===== config.mk =====
export PLATFORM = sky130hd
export DESIGN_NAME = sha256_engine_arbiter
export DESIGN_NICKNAME = d
export VERILOG_FILES = /design/src/rtl/sha256_arb_pkg.sv /design/src/rtl/rr_picker.sv /design/src/rtl/sha256_engine_arbiter.sv
export SDC_FILE = /design/constraint.sdc
export NUM_CORES = 1
export LEC_CHECK = 0
export ABC_CLOCK_PERIOD_IN_PS = 29300
export BUFFER_PORTS_ARGS = -buffer_cell sky130_fd_sc_hd__buf_2
export CAP_MARGIN = 15
export CELL_PAD_IN_SITES_DETAIL_PLACEMENT = 1
export CELL_PAD_IN_SITES_GLOBAL_PLACEMENT = 2
export CORE_AREA = 2 2 218 220
export CTS_BUF_LIST = sky130_fd_sc_hd__clkbuf_16
export CTS_CLUSTER_SIZE = 14
export DETAILED_ROUTE_END_ITERATION = 10
export DIE_AREA = 0 0 220 222
export PLACE_DENSITY = 0.79
export SETUP_SLACK_MARGIN = 0.4
export SLEW_MARGIN = 20
export SYNTH_ARGS = -nofsm -noshare
export SYNTH_HDL_FRONTEND = slang
export SYNTH_SLANG_ARGS = --single-unit

===== constraint.sdc =====
create_clock -name clk -period 29.3 [get_ports clk]
set_input_delay 5.86 -clock clk [delete_from_list [all_inputs] [get_ports clk]]
set_output_delay 5.86 -clock clk [all_outputs]
set_load 0.005 [all_outputs]

===== src/rtl/sha256_arb_pkg.sv =====
// sha256_arb_pkg: shared types and constants for the SHA-256 engine arbiter
package sha256_arb_pkg;
    typedef enum logic [1:0] {IDLE, STREAM, WAIT_DONE} state_t;
    localparam int HASH_W = 256;
    localparam int BYTE_W = 8;
    localparam logic [BYTE_W-1:0] TERM_BYTE = 8'h00;
endpackage


===== src/rtl/rr_picker.sv =====
// rr_picker: round-robin pick of the first request after last_owner
module rr_picker #(
    parameter int NUM_REQ = 2,
    parameter int IW = $clog2(NUM_REQ)
) (
    input  logic [NUM_REQ-1:0] req,
    input  logic [IW-1:0]      last_owner,
    output logic [NUM_REQ-1:0] pick,
    output logic [IW-1:0]      idx
);
    always_comb begin
        idx = '0;
        // scanned farthest-first so the nearest candidate after last_owner overwrites
        for (int k = NUM_REQ; k >= 1; k--)
            if (req[IW'((int'(last_owner) + k) % NUM_REQ)])
                idx = IW'((int'(last_owner) + k) % NUM_REQ);
        pick = '0;
        if (|req)
            pick[idx] = 1'b1;
    end
endmodule


===== src/rtl/sha256_engine_arbiter.sv =====
// sha256_engine_arbiter: round-robin sharing of one SHA-256 engine among byte-stream requesters
module sha256_engine_arbiter
    import sha256_arb_pkg::*;
#(
    parameter int NUM_REQ = 2,
    parameter int IDLE_TIMEOUT = 65535
) (
    input  logic                  clk,
    input  logic                  rst,
    input  logic [NUM_REQ-1:0]    req,
    output logic [NUM_REQ-1:0]    gnt,
    input  logic [8*NUM_REQ-1:0]  byte_data,
    input  logic [NUM_REQ-1:0]    byte_valid,
    input  logic [NUM_REQ-1:0]    byte_last,
    output logic [NUM_REQ-1:0]    res_valid,
    output logic                  res_err,
    output logic [HASH_W-1:0]     hash_out,
    output logic                  sha_start,
    output logic [BYTE_W-1:0]     sha_data,
    output logic                  sha_valid,
    output logic                  sha_last,
    input  logic [HASH_W-1:0]     sha_hash,
    input  logic                  sha_done
);
    localparam int IW = $clog2(NUM_REQ);
    localparam int CW = $clog2(IDLE_TIMEOUT + 1);
    localparam logic [CW-1:0] CNT_MAX = CW'(IDLE_TIMEOUT);
    localparam logic [CW-1:0] TERM_AT = CW'(IDLE_TIMEOUT - 1);

    state_t state_q, state_d;
    logic [NUM_REQ-1:0] gnt_q, gnt_d, res_valid_q, res_valid_d, pick;
    logic [IW-1:0] owner_q, owner_d, last_q, last_d, pick_idx;
    logic [CW-1:0] cnt_q, cnt_d, cnt_nxt;
    logic err_q, err_d, res_err_q, res_err_d;
    logic start_q, start_d, valid_q, valid_d, slast_q, slast_d;
    logic [BYTE_W-1:0] data_q, data_d, own_data;
    logic [HASH_W-1:0] hash_q, hash_d;
    logic own_valid, own_last;

    rr_picker #(.NUM_REQ(NUM_REQ)) u_pick (
        .req(req), .last_owner(last_q), .pick(pick), .idx(pick_idx)
    );

    assign own_valid = byte_valid[owner_q];
    assign own_last  = byte_last[owner_q];
    assign own_data  = byte_data[{owner_q, 3'b000} +: BYTE_W];
    assign cnt_nxt   = (cnt_q == CNT_MAX) ? cnt_q : cnt_q + CW'(1);

    always_comb begin
        state_d = state_q;
        gnt_d = gnt_q;
        owner_d = owner_q;
        last_d = last_q;
        cnt_d = cnt_q;
        err_d = err_q;
        hash_d = hash_q;
        start_d = 1'b0;
        valid_d = 1'b0;
        data_d = '0;
        slast_d = 1'b0;
        res_valid_d = '0;
        res_err_d = 1'b0;
        case (state_q)
            IDLE: if (|req) begin
                gnt_d = pick;
                owner_d = pick_idx;
                start_d = 1'b1;
                cnt_d = '0;
                err_d = 1'b0;
                state_d = STREAM;
            end
            STREAM: if (own_valid) begin
                valid_d = 1'b1;
                data_d = own_data;
                slast_d = own_last;
                cnt_d = '0;
                state_d = own_last ? WAIT_DONE : STREAM;
            end else if (!req[owner_q] || cnt_nxt == TERM_AT) begin
                valid_d = 1'b1;
                slast_d = 1'b1;
                data_d = TERM_BYTE;
                err_d = 1'b1;
                state_d = WAIT_DONE;
            end else begin
                cnt_d = cnt_nxt;
            end
            WAIT_DONE: if (sha_done) begin
                hash_d = sha_hash;
                res_valid_d = gnt_q;
                res_err_d = err_q;
                gnt_d = '0;
                last_d = owner_q;
                state_d = IDLE;
            end
            default: state_d = IDLE;
        endcase
    end

    always_ff @(posedge clk or posedge rst) begin
        if (rst) begin
            state_q <= IDLE;
            gnt_q <= '0;
            owner_q <= '0;
            last_q <= IW'(NUM_REQ - 1);
            cnt_q <= '0;
            err_q <= 1'b0;
            hash_q <= '0;
            start_q <= 1'b0;
            valid_q <= 1'b0;
            data_q <= '0;
            slast_q <= 1'b0;
            res_valid_q <= '0;
            res_err_q <= 1'b0;
        end else begin
            state_q <= state_d;
            gnt_q <= gnt_d;
            owner_q <= owner_d;
            last_q <= last_d;
            cnt_q <= cnt_d;
            err_q <= err_d;
            hash_q <= hash_d;
            start_q <= start_d;
            valid_q <= valid_d;
            data_q <= data_d;
            slast_q <= slast_d;
            res_valid_q <= res_valid_d;
            res_err_q <= res_err_d;
        end
    end

    assign gnt = gnt_q;
    assign res_valid = res_valid_q;
    assign res_err = res_err_q;
    assign hash_out = hash_q;
    assign sha_start = start_q;
    assign sha_data = data_q;
    assign sha_valid = valid_q;
    assign sha_last = slast_q;
endmodule


Word-level counts from Yosys, hierarchy flattened
Index checks and enable logic that the tools add are counted.
W data, S select, Z words.
{ "word_totals": {"output_inout_bits": 272, "latch_bits": 0, "in_bits": 281, "ramBits": 0, "reg_bits": 293, "romBits": 0, "n_memories": 0, "word_cells": 89} }
{ "classes": {"shift": 1, "n_lt_le_gt_ge": 5, "eq_ne": 10, "n_mul": 0, "n_div": 0, "bitwise_logic": 0, "n_mux": 44, "n_addsub": 3, "reduce_logical": 13} }
{ "ops": {"columns": ["operator", "n"], "rows": [
  ["$mux W16", 4],
  ["$eq A16 B16 Y1 const B", 2],
  ["$pmux W16 S2", 1],
  ["$mux W1", 25],
  ["$add A16 B1 Y16 const B", 1],
  ["$mux W2", 8],
  ["$mux W8", 2],
  ["$shiftx A16 B5 Y8", 1],
  ["$reduce_and A3 Y1", 3],
  ["$ne A2 B2 Y1 const B", 4],
  ["$lt A1 B3 Y1 const B", 2],
  ["$ne A3 B3 Y1 const B", 2],
  ["$pmux W2 S3", 1],
  ["$lt A1 B2 Y1 const B", 2],
  ["$pmux W2 S2", 1],
  ["$reduce_and A2 Y1", 2],
  ["$reduce_and A4 Y1", 1],
  ["$reduce_bool A2 Y1", 2],
  ["$add A1 B1 Y1 const B", 2],
  ["$eq A2 B1 Y1 const B", 1],
  ["$eq A2 B2 Y1 const B", 1],
  ["$logic_not A2 Y1", 1],
  ["$pmux W1 S2", 1],
  ["$reduce_or A2 Y1", 1],
  ["5 further kinds", 5]
]} }

Depth between registers and ports, before layout
{ "depth": {"depth_word": 12, "mapped_depth": 9, "ltp_nobuf": 8} }

Cells and area by module
A second synthesis with hierarchy kept.
{ "hier_totals": {"hier_cells": 1320, "area_unflattened_um2": 11770.0} }
{ "by_module_without_submodules": {"columns": ["mod", "seq_area_each_um2", "n_inst", "area_per_inst_um2", "cells_each"], "rows": [
  ["sha256_engine_arbiter", 7333.3, 1, 11741.3, 1317],
  ["rr_picker", 0.0, 1, 28.8, 3]
]} }

Worst setup path after synthesis
OpenSTA, ideal clock, no wires.
{ "synth_path": {"kind": "input to register", "start": "input port sha_done", "end": "register hash_q[100] (netlist: hash_out[100])", "setup_ns": 0.125, "arrival_time_ns": 7.171, "path_slack_ns": 22.004, "required_time_ns": 29.175, "stages": 5, "path_buffers": 3, "cell_sequence": "nand3_1 > clkbuf_1 > clkbuf_1 > clkbuf_1 > mux2_2"} }
{ "synth_between": {"elab_chain_cells": 1} }
{ "synth_rtl": {"columns": ["item", "line_no", "rtl"], "rows": [
  ["start: declaration", "sha256_engine_arbiter.sv:23", "input logic sha_done"],
  ["$reduce_and A2 Y1 (no source line)", null, null],
  ["end signal: assignment", "sha256_engine_arbiter.sv:121", "hash_q <= hash_d;"],
  ["end: declaration", "sha256_engine_arbiter.sv:37", "logic [HASH_W-1:0] hash_q, hash_d;"]
]} }
Every way passes these cells.
A chain may end at the register's enable or synchronous reset.

Worst setup path in the final report
{ "layout_path": {"start": "input port sha_done", "end": "register hash_q[190] (netlist: hash_out[190])"} }
The elaborated chain is that of the path after synthesis.

==> results.md <==
* Post-synth EDFFs at 0
* Period utilisation layout at 0.268
* F_max at 127 MHz
* Post-DP HPWL at 28.8 mm
* Status: completed
* HP Start: last_q$_DFFE_PP1P_
* Post-CTS Setup Inserts at 0
* First-pass GRT wire length at 57.5 mm
* Hold Crit Class: flip-flop to flip-flop
* YS warnings at 0
* Dominant cell type by area after synthesis: dfrtp_1
* H-Tree Depth at 2
* Die W at 220 um
* Slew @ Worst Pin at 1030 ps
* Initial antenna violation count at 8
* Nets at 1614
* Clk pin slew, worst setup/hold paths at 60 ps
* Post-DRT Antenna Nets at 0
* Cell row count at 79
* Worst-case vdd ir drop at 60.4 uV
* CP arrival at 8280 ps
* Seq/Total Area, Yosys at 0.633
* Filler instances at 5091
* GP Congestion at 0.841
* Top cell type's share of synthesized area at 0.631
* Setup TNS at 0 ps
* Post-synthesis sequential element count at 293
* Critical path launch point: sha_done
* Synth Flop Type: dfrtp_1
* Syn nets at 1057
* Leakage at 8.13 nW
* Layout area overhead at 40.1%
* TritonRoute pass-1 iters at 4
* WL final at 38.0 mm
* Fin. max-slew vios at 0
* Unique masters post-synth at 57
* Clk_skew at 13.8 ps
* Final setup violation count at 0
* Synth area leaders: dfrtp_1 63%, mux2_2 25%, nand2_1 1.0%, clkbuf_1 0.97%, mux2i_1 0.95%
* CTS resizes at 0
* Die Y at 222 um
* Final Hold Viols at 0
* Crit path time final at 7860 ps
* Remaining DRCs at 0
* Fin util at 0.351
* Max Root-Sink Buffers at 3
* Initial Utilization at 0.251
* Critical path type: input pin to flip-flop
* Most frequent cells in the layout: 552 x buf_2, 292 x dfrtp_1, 261 x mux2_2
* Worst EP required at 29720 ps
* CTS root buffer: clkbuf_16
* Cts hold-fix bufs at 0
* CTS Sinks at 293
* MaxCap Viol Count at 0
* Share of layout cells above drive strength 1 at 0.660
* Endpoint class of the critical path: flip-flop
* GRT Residual Overflow at 0
* CP startpoint kind: input pin
* Overall global routing resource usage at 0.153
* Core area at 46300 um^2
* Commonest non-fill, non-tap cell in the layout: buf_2
* DR WL/cell at 19.3 um
* CP max FO at 89
* RSZ-0062 raised after global routing: false
* Post-synth ARST share at 1.00
* Pin count of the biggest net entering global routing at 102
* Rel. slew slack at 0.315
* Port Buffers at 552
* DR vias/cell at 4.38
* Cts bufs inserted at 36
* TritonCTS clock tree: done
* Die Area at 48800 um^2
* Avg Cell Area, Syn at 15.0 um^2
* I/O Pins at 553
* PwrDens at 105 nW/um^2
* Vias in the first global route at 9621
* Starting DRT DRC Count at 369
* Post-Syn Instances at 775
* Clock Latency Late Sink at 530 ps
* Vias at 8633
* R2r startpoint: cnt_q[0]$_DFFE_PP0P_
* Synthesized area at 11600 um^2
## state kept, by name, summed over array words and instances, names as in the netlist, 2 cells and up
register   cells
res_valid      2
cnt_q         16
gnt            2
sha_data       8
state_q        2
hash_out     256
## where the power goes
group	internal [mW]	switching [mW]	total, mW	leakage, nW
sequential	0.594	0.105	0.699	3.59
combinational	0.310	0.240	0.550	3.93
clock	0.275	0.180	0.455	0.614
## kinds of logic (layout without fill, tap and decap cells)
group / Yosys count / in the layout / synth area share
flops: 293 / 293 / 0.633
simple gates: 99 / 99 / 0.0495
other cells: 0 / 3 / 0
fa+ha+maj: 1 / 1 / 0.00108
compound gates: 58 / 58 / 0.0340
buf+inv: 49 / 634 / 0.0173
mux: 272 / 272 / 0.263
xor+xnor: 3 / 3 / 0.00227
## metal layers
layer,wire length [um],up-vias,GRT usage
li1,-,3877,-
met1,14600,4348,0.172
met2,19100,318,0.265
met3,2950,82,0.0506
met4,1220,8,0.0589
met5,60,-,0
## path summary, 6_finish.rpt
path | slack (ps) | endpoint | cells after the start
min reg2reg | 490 | last_q$_DFFE_PP1P_ | 2
min in group asynchronous | 5460 | hash_out[165]$_DFFE_PP0P_ | 2
min | 490 | last_q$_DFFE_PP1P_ | 2
max | 21440 | hash_out[190]$_DFFE_PP0P_ | 5
max in group asynchronous | 21740 | cnt_q[3]$_DFFE_PP0P_ | 4
max reg2reg | 25960 | cnt_q[6]$_DFFE_PP0P_ | 8
## synth_stat cells (all sizes together) (4+ instances only)
library cell	number
nand3	12
clkbuf	31
a21oi	9
nand2	31
dfrtp	292
mux2	261
mux2i	11
nor2	22
nand2b	5
o21ai	21
nor3	8
nand4	6
buf	9
nor4	4
o41ai	4
inv	9
## per-stage QoR
| step | total power, mW | instance area (um^2) | setup slack [ps] | std cells | hold WS (ps) |
|---|---|---|---|---|---|
| floorplan | 0.959 | 11600 | 15350 | 775 | 457 |
| global placement | 1.25 | 15000 | 20660 | 1901 | 482 |
| detailed placement | 1.27 | 15000 | 20590 | 1901 | 487 |
| CTS | 1.74 | 16200 | 21170 | 1967 | 501 |
| global route | 1.82 | 16200 | 21310 | 1967 | 510 |
| finish | 1.70 | 16200 | 21440 | 1970 | 495 |
## layout make-up
class                   instances  area (um^2)  area share
flip-flops and latches        293         7330       0.452
inverters                       9         41.3     0.00254
well taps                     607          759      0.0468
clock inverters                29          277      0.0170
multi-input cells             433         4070       0.251
repair buffers                559         2820       0.174
clock buffers                  37          926      0.0570
diodes                          3         7.51    0.000463
## critical path: stages
cell	delay, ps
buf_2	120
nand3_4	370
buf_4	650
buf_6	680
mux2_2	420
Note: power is estimated with default switching activity, not from simulation.
